### src/rtl/cpu_defs_pkg.sv
// Shared CPU definitions: load-type encodings, inter-stage bus widths and
// bus field offsets used by the MEM stage and its load aligner.
package cpu_defs;

  // Inter-stage bus widths
  localparam int EX_TO_MEM_W = 106;
  localparam int MEM_TO_WB_W = 102;
  localparam int MEM_TO_ID_W = 39;

  // Load-type encodings carried in the EX_to_MEM bus
  localparam logic [2:0] LD_W  = 3'b000;
  localparam logic [2:0] LD_B  = 3'b001;
  localparam logic [2:0] LD_H  = 3'b010;
  localparam logic [2:0] LD_BU = 3'b100;
  localparam logic [2:0] LD_HU = 3'b101;

  // EX_to_MEM bus field offsets
  localparam int EXB_RES_FROM_MEM = 105;
  localparam int EXB_LD_TYPE_LSB  = 102;
  localparam int EXB_ALU_LSB      = 70;
  localparam int EXB_GR_WE        = 69;
  localparam int EXB_DEST_LSB     = 64;
  localparam int EXB_PC_LSB       = 32;
  localparam int EXB_INST_LSB     = 0;

  // MEM_to_WB bus field offsets
  localparam int WBB_RESULT_LSB = 70;
  localparam int WBB_GR_WE      = 69;
  localparam int WBB_DEST_LSB   = 64;

  // MEM_to_ID bus field offsets
  localparam int IDB_FWD_WE    = 38;
  localparam int IDB_IS_LOAD   = 37;
  localparam int IDB_DEST_LSB  = 32;

  // Halfword loads (signed or unsigned)
  function automatic logic ld_is_half(input logic [2:0] t);
    return (t == LD_H) || (t == LD_HU);
  endfunction

  // Anything that is not a byte or halfword load behaves as a word load
  function automatic logic ld_is_word(input logic [2:0] t);
    return !((t == LD_B) || (t == LD_BU) || (t == LD_H) || (t == LD_HU));
  endfunction

endpackage

### src/rtl/load_align.sv
// Load data aligner: picks the addressed byte/halfword out of a 32-bit
// read word and sign- or zero-extends it. Purely combinational.
module load_align
  import cpu_defs::*;
(
  input  logic [2:0]  ld_type,
  input  logic [1:0]  sh,
  input  logic [31:0] rdata,
  output logic [31:0] ld_data
);

  logic [7:0]  byte_sel;
  logic [15:0] half_sel;

  // Select the addressed lane and extend it according to the load type
  always_comb begin
    byte_sel = rdata[{sh, 3'b000} +: 8];
    half_sel = rdata[{sh[1], 4'b0000} +: 16];
    case (ld_type)
      LD_B:    ld_data = {{24{byte_sel[7]}}, byte_sel};
      LD_BU:   ld_data = {24'h000000, byte_sel};
      LD_H:    ld_data = {{16{half_sel[15]}}, half_sel};
      LD_HU:   ld_data = {16'h0000, half_sel};
      default: ld_data = rdata;
    endcase
  end

endmodule

### src/rtl/mem_stage.sv
// Memory-access stage of the 5-stage in-order pipeline. Latches the EX bus,
// holds the synchronous SRAM read data across WB stalls, aligns loads and
// drives the WB bus and the ID forwarding bus.
// Optional: define MEM_ALE_CHECK_EN to flag misaligned loads on mem_ale and
// suppress their register write.
module mem_stage
  import cpu_defs::*;
#(
  parameter int EX_BUS_W = EX_TO_MEM_W,
  parameter int WB_BUS_W = MEM_TO_WB_W,
  parameter int ID_BUS_W = MEM_TO_ID_W
) (
  input  logic                clk,
  input  logic                resetn,
  input  logic                EX_to_MEM_valid,
  input  logic [EX_BUS_W-1:0] EX_to_MEM_bus,
  output logic                MEM_allow_in,
  input  logic [31:0]         data_sram_rdata,
  input  logic                WB_allow_in,
  output logic                MEM_to_WB_valid,
  output logic [WB_BUS_W-1:0] MEM_to_WB_bus,
  output logic [ID_BUS_W-1:0] MEM_to_ID_bus,
  output logic                mem_ale
);

  logic                vld_p0;
  logic                fresh_p0;
  logic [31:0]         rdata_buf_p0;
  logic [EX_BUS_W-1:0] ex_bus_p0;

  logic        res_from_mem;
  logic [2:0]  ld_type;
  logic [31:0] alu_result;
  logic        gr_we;
  logic [4:0]  dest;
  logic [31:0] pc;
  logic [31:0] inst;
  logic [31:0] rdata_eff;
  logic [31:0] load_data;
  logic [31:0] final_result;
  logic        gr_we_eff;
  logic        capture;

  // MEM never stalls on its own, so it can take a new instruction whenever
  // it is empty or WB is draining the current one.
  assign MEM_allow_in    = ~vld_p0 | WB_allow_in;
  assign MEM_to_WB_valid = vld_p0;
  assign capture         = EX_to_MEM_valid & MEM_allow_in;

  // ---- EX -> MEM stage boundary ----
  // Control: occupancy flag and first-cycle marker for the SRAM return data
  always_ff @(posedge clk or negedge resetn) begin
    if (!resetn) begin
      vld_p0       <= 1'b0;
      fresh_p0     <= 1'b0;
      rdata_buf_p0 <= 32'h0;
    end else begin
      if (MEM_allow_in) vld_p0 <= EX_to_MEM_valid;
      fresh_p0 <= capture;
      if (fresh_p0) rdata_buf_p0 <= data_sram_rdata;
    end
  end

  // Payload: qualified by vld_p0, so it needs no reset
  always_ff @(posedge clk) begin
    if (capture) ex_bus_p0 <= EX_to_MEM_bus;
  end

  assign res_from_mem = ex_bus_p0[EXB_RES_FROM_MEM];
  assign ld_type      = ex_bus_p0[EXB_LD_TYPE_LSB +: 3];
  assign alu_result   = ex_bus_p0[EXB_ALU_LSB +: 32];
  assign gr_we        = ex_bus_p0[EXB_GR_WE];
  assign dest         = ex_bus_p0[EXB_DEST_LSB +: 5];
  assign pc           = ex_bus_p0[EXB_PC_LSB +: 32];
  assign inst         = ex_bus_p0[EXB_INST_LSB +: 32];

  // SRAM data is only live in the first occupancy cycle; afterwards the
  // buffered copy stands in for it.
  assign rdata_eff = fresh_p0 ? data_sram_rdata : rdata_buf_p0;

  load_align u_load_align (
    .ld_type (ld_type),
    .sh      (alu_result[1:0]),
    .rdata   (rdata_eff),
    .ld_data (load_data)
  );

  assign final_result = res_from_mem ? load_data : alu_result;

`ifdef MEM_ALE_CHECK_EN
  assign mem_ale = vld_p0 & res_from_mem &
                   ((ld_is_half(ld_type) & alu_result[0]) |
                    (ld_is_word(ld_type) & (alu_result[1:0] != 2'b00)));
`else
  assign mem_ale = 1'b0;
`endif

  // A misaligned load must not update the register file or be forwarded
  assign gr_we_eff = gr_we & ~mem_ale;

  assign MEM_to_WB_bus = {final_result, gr_we_eff, dest, pc, inst};
  assign MEM_to_ID_bus = {vld_p0 & gr_we_eff, vld_p0 & res_from_mem, dest, final_result};

endmodule

### config.mk
export PLATFORM = sky130hd
export DESIGN_NAME = mem_stage
export DESIGN_NICKNAME = d
export VERILOG_FILES = /design/src/rtl/cpu_defs_pkg.sv /design/src/rtl/load_align.sv /design/src/rtl/mem_stage.sv
export SDC_FILE = /design/constraint.sdc
export NUM_CORES = 1
export LEC_CHECK = 0
export ABC_AREA = 1
export CAP_MARGIN = 20
export CORE_MARGIN = 2
export CORE_UTILIZATION = 47
export CTS_CLUSTER_DIAMETER = 200
export CTS_CLUSTER_SIZE = 12
export DETAILED_ROUTE_END_ITERATION = 8
export PLACE_DENSITY_LB_ADDON = 0.3
export SKIP_CTS_REPAIR_TIMING = 1
export SLEW_MARGIN = 20
export SYNTH_ARGS = -nofsm -noshare
export SYNTH_HDL_FRONTEND = slang
export SYNTH_SLANG_ARGS = --single-unit
### constraint.sdc
create_clock -name clk -period 13.4 [get_ports clk]
set_input_delay 2.01 -clock clk [delete_from_list [all_inputs] [get_ports clk]]
set_output_delay 2.01 -clock clk [all_outputs]
set_load 0.01 [all_outputs]
After elaboration in Yosys (flattened, before gate mapping)
Cells that the tools add are included.
W data, S select, Z words.
{"block": "word_totals", "regBits": 140, "in_bits": 142, "out_inout_bits": 144, "elab_cells": 18}
{"block": "classes", "n_eq_ne": 4, "n_shift": 2, "muxes": 3, "bitwise_logic": 5}
{"op": "$pmux W32 S4", "count": 1}
{"op": "$mux W32", "count": 2}
{"op": "$shiftx A32 B6 Y16", "count": 1}
{"op": "$shiftx A32 B6 Y8", "count": 1}
{"op": "$eq A3 B3 Y1 const B", "count": 2}
{"op": "$and A1 B1 Y1", "count": 3}
{"op": "$eq A3 B1 Y1 const B", "count": 1}
{"op": "$eq A3 B2 Y1 const B", "count": 1}
{"op": "$not A1 Y1", "count": 1}
{"op": "$or A1 B1 Y1", "count": 1}

Logic depth before layout (Yosys ltp)
{"block": "logic_depth", "ltp_word": 4, "ltp_mapped": 12, "depth_no_buf": 9}

By module
Synthesis repeated with hierarchy kept, for this count alone.
{"block": "unflattened", "hier_cells": 703, "hier_area_um2": 7124.3}
{"mod": "mem_stage", "instances": 1, "cells_each": 464, "area_each_um2": 6007.0, "seq_area_each_um2": 4033.9}
{"mod": "load_align", "instances": 1, "cells_each": 239, "area_each_um2": 1117.3, "seq_area_each_um2": 0.0}

Worst setup path before layout
Ideal clock, no wire load.
{"block": "synth_timing", "path_kind": "input-to-reg", "from": "in EX_to_MEM_valid", "to": "reg fresh_p0", "setup_ns": 0.665, "arrival_ns": 7.192, "setup_slack_ns": 5.542, "path_stages": 2, "path_buffers": 0, "cell_sequence": "inv_1 a21oi_1"}
{"block": "synth_between", "elab_chain_cells": 1}
{"element": "start: declaration", "line": "mem_stage.sv:15", "text": "input logic EX_to_MEM_valid,"}
{"element": "$and A1 B1 Y1", "line": "mem_stage.sv:48", "text": "assign capture = EX_to_MEM_valid & MEM_allow_in;"}
{"element": "via capture", "line": "mem_stage.sv:42", "text": "logic capture;"}
{"element": "end signal: assignment", "line": "mem_stage.sv:59", "text": "fresh_p0 <= capture;"}
{"element": "end: declaration", "line": "mem_stage.sv:27", "text": "logic fresh_p0;"}
The timed path passes the listed nets, and every way through them passes these cells.
A chain may end at the register's enable or synchronous reset.

Worst setup path after layout
{"block": "layout_timing", "from": "in data_sram_rdata[23]", "to": "out MEM_to_WB_bus[78]"}
{"block": "layout_between", "elab_chain_cells": 4}
{"element": "start: declaration", "line": "mem_stage.sv:18", "text": "input logic [31:0] data_sram_rdata,"}
{"element": "$mux W32"}
{"element": "$shiftx A32 B6 Y8", "line": "load_align.sv:17", "text": "byte_sel = rdata[{sh, 3'b000} +: 8];"}
{"element": "$pmux W32 S4", "line": "load_align.sv:19", "text": "case (ld_type)"}
{"element": "$mux W32", "line": "mem_stage.sv:88", "text": "assign final_result = res_from_mem ? load_data : alu_result;"}
{"element": "end: declaration", "line": "mem_stage.sv:21", "text": "output logic [WB_BUS_W-1:0] MEM_to_WB_bus,"}
Every way passes these cells.

==> results.cfg <==
[run_status]
run_status = complete, no violations

[setup_path]
critical_path.max_fanout = 24
timing.critical_path.from_type = input port
timing_worst_setup_path_type = in2out
worstPathArrival_ps = 4230
cp_top_family = simple AND/OR/NAND/NOR gates
critical-path-max-stage-delay_ps = 550
crit_buf_inv = 2
critPathCaptureType = primary output
cpMaxStageDelayCell = sky130_fd_sc_hd__clkdlybuf4s50_1
critPathMostFrequentCell = sky130_fd_sc_hd__nand2_1
critical_path_required_ps = 11390
cp_cell_sequence = clkdlybuf4s50_1, nand2_1, nand3_1, nand3_1, nand2_1, nand2_2, nand3_1, nand2_1, nand2_1, clkdlybuf4s50_1

[power]
cellLeakagePower_nw = 3.98
vdd_drop_max_mv = 0.0958
seqPwrFrac_pct = 43.0
switching_power_mw = 0.317
power.total_mw = 1.20
power_switching_share_pct = 26.4
internal_power_mw = 0.884
p_per_area_nw_per_um2 = 125
clock_power_share_pct = 37.3
p_comb_share_pct = 19.6

[clock_network]
cts_sinks = 140
h-tree-depth = 4
cts.root.buffer_cell = sky130_fd_sc_hd__clkbuf_16
clock_buffers_created_by_tritoncts = 17
clk_path_buf_depth = 2
tritoncts_clock_tree = done
clk_pin_slew_worst_paths_ps = 60
clkLatencyLatePin_ps = 420

[timing]
finalSetupTns_ps = 0
finalCriticalPeriod_ps = 6240
timing.final.hold_violations = 0
final.hold.worst_slack_ps = 512
fin_skew_ps = 5.27
fmax_mhz = 160
rsz0062_at_grt = no
count_of_final_max_slew_check_failures = 0
post-route-worst-setup-slack_ps = 7160
worst_slew_margin_rel_pct = 29.9
tightest_slew_ps = 1050
min_period_over_period_pct = 46.6
number_of_failing_setup_endpoints_in_the_final_timing_report = 0

[grt]
busiest_layer = met2
grtUsageMet1_pct = 25.3
grt_antenna_before_repair = 0
groute.usage.overall_pct = 23.2
first_global_vias = 5329
grt-ovfl-total = 0
grt_pass1_wl_um = 27600
largest_net_degree_at_the_start_of_global_routing = 71
met3_track_demand_over_resource_in_global_routing_pct = 8.63
grt.met2_usage_pct = 40.1

[synth]
synth_cells = 674
synth.avg_cell_area_um2 = 10.2
post_synth_instance_area_um2 = 6840
synth_seq_cells = 140
synthDistinctLibCells = 21
top_cells_by_area_synth = sky130_fd_sc_hd__edfxtp_1 47%, sky130_fd_sc_hd__dfrtp_1 12%, sky130_fd_sc_hd__buf_4 12%
synth_fp_nets = 816
yosys.area.top_type_share_pct = 46.5
ys.warnings.count = 0
ys_seq_area_share_pct = 59.0
synth_largest_area_cell = sky130_fd_sc_hd__edfxtp_1

[routing]
routedWlPerCell_um = 17.4
firstDrtPassIters = 5
drc = 0
via_count = 5173
routed_wl_um = 18100
detail-route-antenna-nets = 0
routed_via_density = 4.96
drt_iter0_markers = 317

[run]
drv_cap = 0

[floorplanning]
floorplan.die.height_um = 125
die-area_um2 = 15500
core_area_um2 = 14400
i_o_pins = 286
start_util_pct = 47.6
horiz_die_dim_um = 125
std_cell_rows = 44

[cells_and_area]
post-route-util_pct = 66.6
design.final.nets = 988
num-fill-cells = 1093
final_common_cell = sky130_fd_sc_hd__clkdlybuf4s50_1
stdcell_area_um2 = 9570
fin_cells = 1043
area_growth_syn_to_layout_pct = 39.9
drive_gt1_share_pct = 9.43
num_antenna_cells = 0
final_cell_mix = 284 x sky130_fd_sc_hd__clkdlybuf4s50_1, 213 x sky130_fd_sc_hd__nand2_1, 106 x sky130_fd_sc_hd__edfxtp_1, 84 x sky130_fd_sc_hd__nand3_1, 33 x sky130_fd_sc_hd__dfrtp_1

[placement]
placed_cells = 1011
detailedPlace.worstSlack_ps = 7130
place_area_um2 = 9010
port_buffers = 284
detailed_place_hpwl_um = 13200
globalplace.congestion = 0.847

[hold_path]
min-delay-path-class = reg2reg
[worst reg2reg max path, delay by kind of cell (launching register included)]
family | cells | cell delay [ps]
flops | 1 | 450
buf+inv | 2 | 950
compound gates | 1 | 550
[power groups by stage]
stage	Combinational, mW	Clock (mW)	Sequential, mW
after floorplan	0.134	0	0.523
after global placement	0.231	0	0.524
after detailed placement	0.236	0	0.526
after CTS	0.237	0.454	0.517
after global routing	0.254	0.472	0.520
final	0.236	0.448	0.517
[Yosys cell counts (all sizes together)]
master and count:
clkbuf 8, edfxtp 106, a21oi 1, or2 16, nand2 234, o211ai 15
nand3b 17, dfrtp 34, o21ai 1, nand3 84, buf 127, inv 29
nor2 1, conb 1
[cell families after synthesis]
logic type	count (synthesis)	synth area share [%]
AOI/OAI and AO/OA	17	2.08
buffers and inverters	164	15.7
DFF	140	59.0
other	1	0.0548
and+or+nand+nor	352	23.2
[registers in the layout, summed over array words and instances, names as in the netlist]
signal / cells
fresh_p0: 1
ex_bus_p0: 106
MEM_to_WB_valid: 1
rdata_buf_p0: 32
[path summary, 6_finish.rpt]
kind | startpoint | to | slack [ps] | cells past startpoint
max in group asynchronous | resetn | fresh_p0$_DFF_PN0_ | 11030 | 2
worst min register to register | rdata_buf_p0[28]$_DFF_PN0_ | rdata_buf_p0[28]$_DFF_PN0_ | 510 | 2
worst min-delay path | rdata_buf_p0[28]$_DFF_PN0_ | rdata_buf_p0[28]$_DFF_PN0_ | 510 | 2
worst max register to register | MEM_to_WB_valid$_DFFE_PN0N_ | ex_bus_p0[8]$_DFFE_PP_ | 11020 | 3
worst max-delay path | data_sram_rdata[23] | MEM_to_WB_bus[78] | 7160 | 10
min in group asynchronous | resetn | rdata_buf_p0[14]$_DFF_PN0_ | 2010 | 2
[metal layers]
layer	vias to the layer above	part of all wire, %
met1	2415	36
met5	-	0
met2	252	52
met3	41	8.7
met4	0	3.4
li1	2465	-
[final cells by class]
type	count	area [um^2]	share of cell area, %
tap	184	230	2.40
inverter	29	109	1.14
multi-input combinational	370	1740	18.2
clock inverter	15	136	1.42
sequential	140	4040	42.2
timing repair buffer	288	2890	30.2
clock buffer	17	425	4.44
No activity file was read; power rests on OpenSTA's default activity.
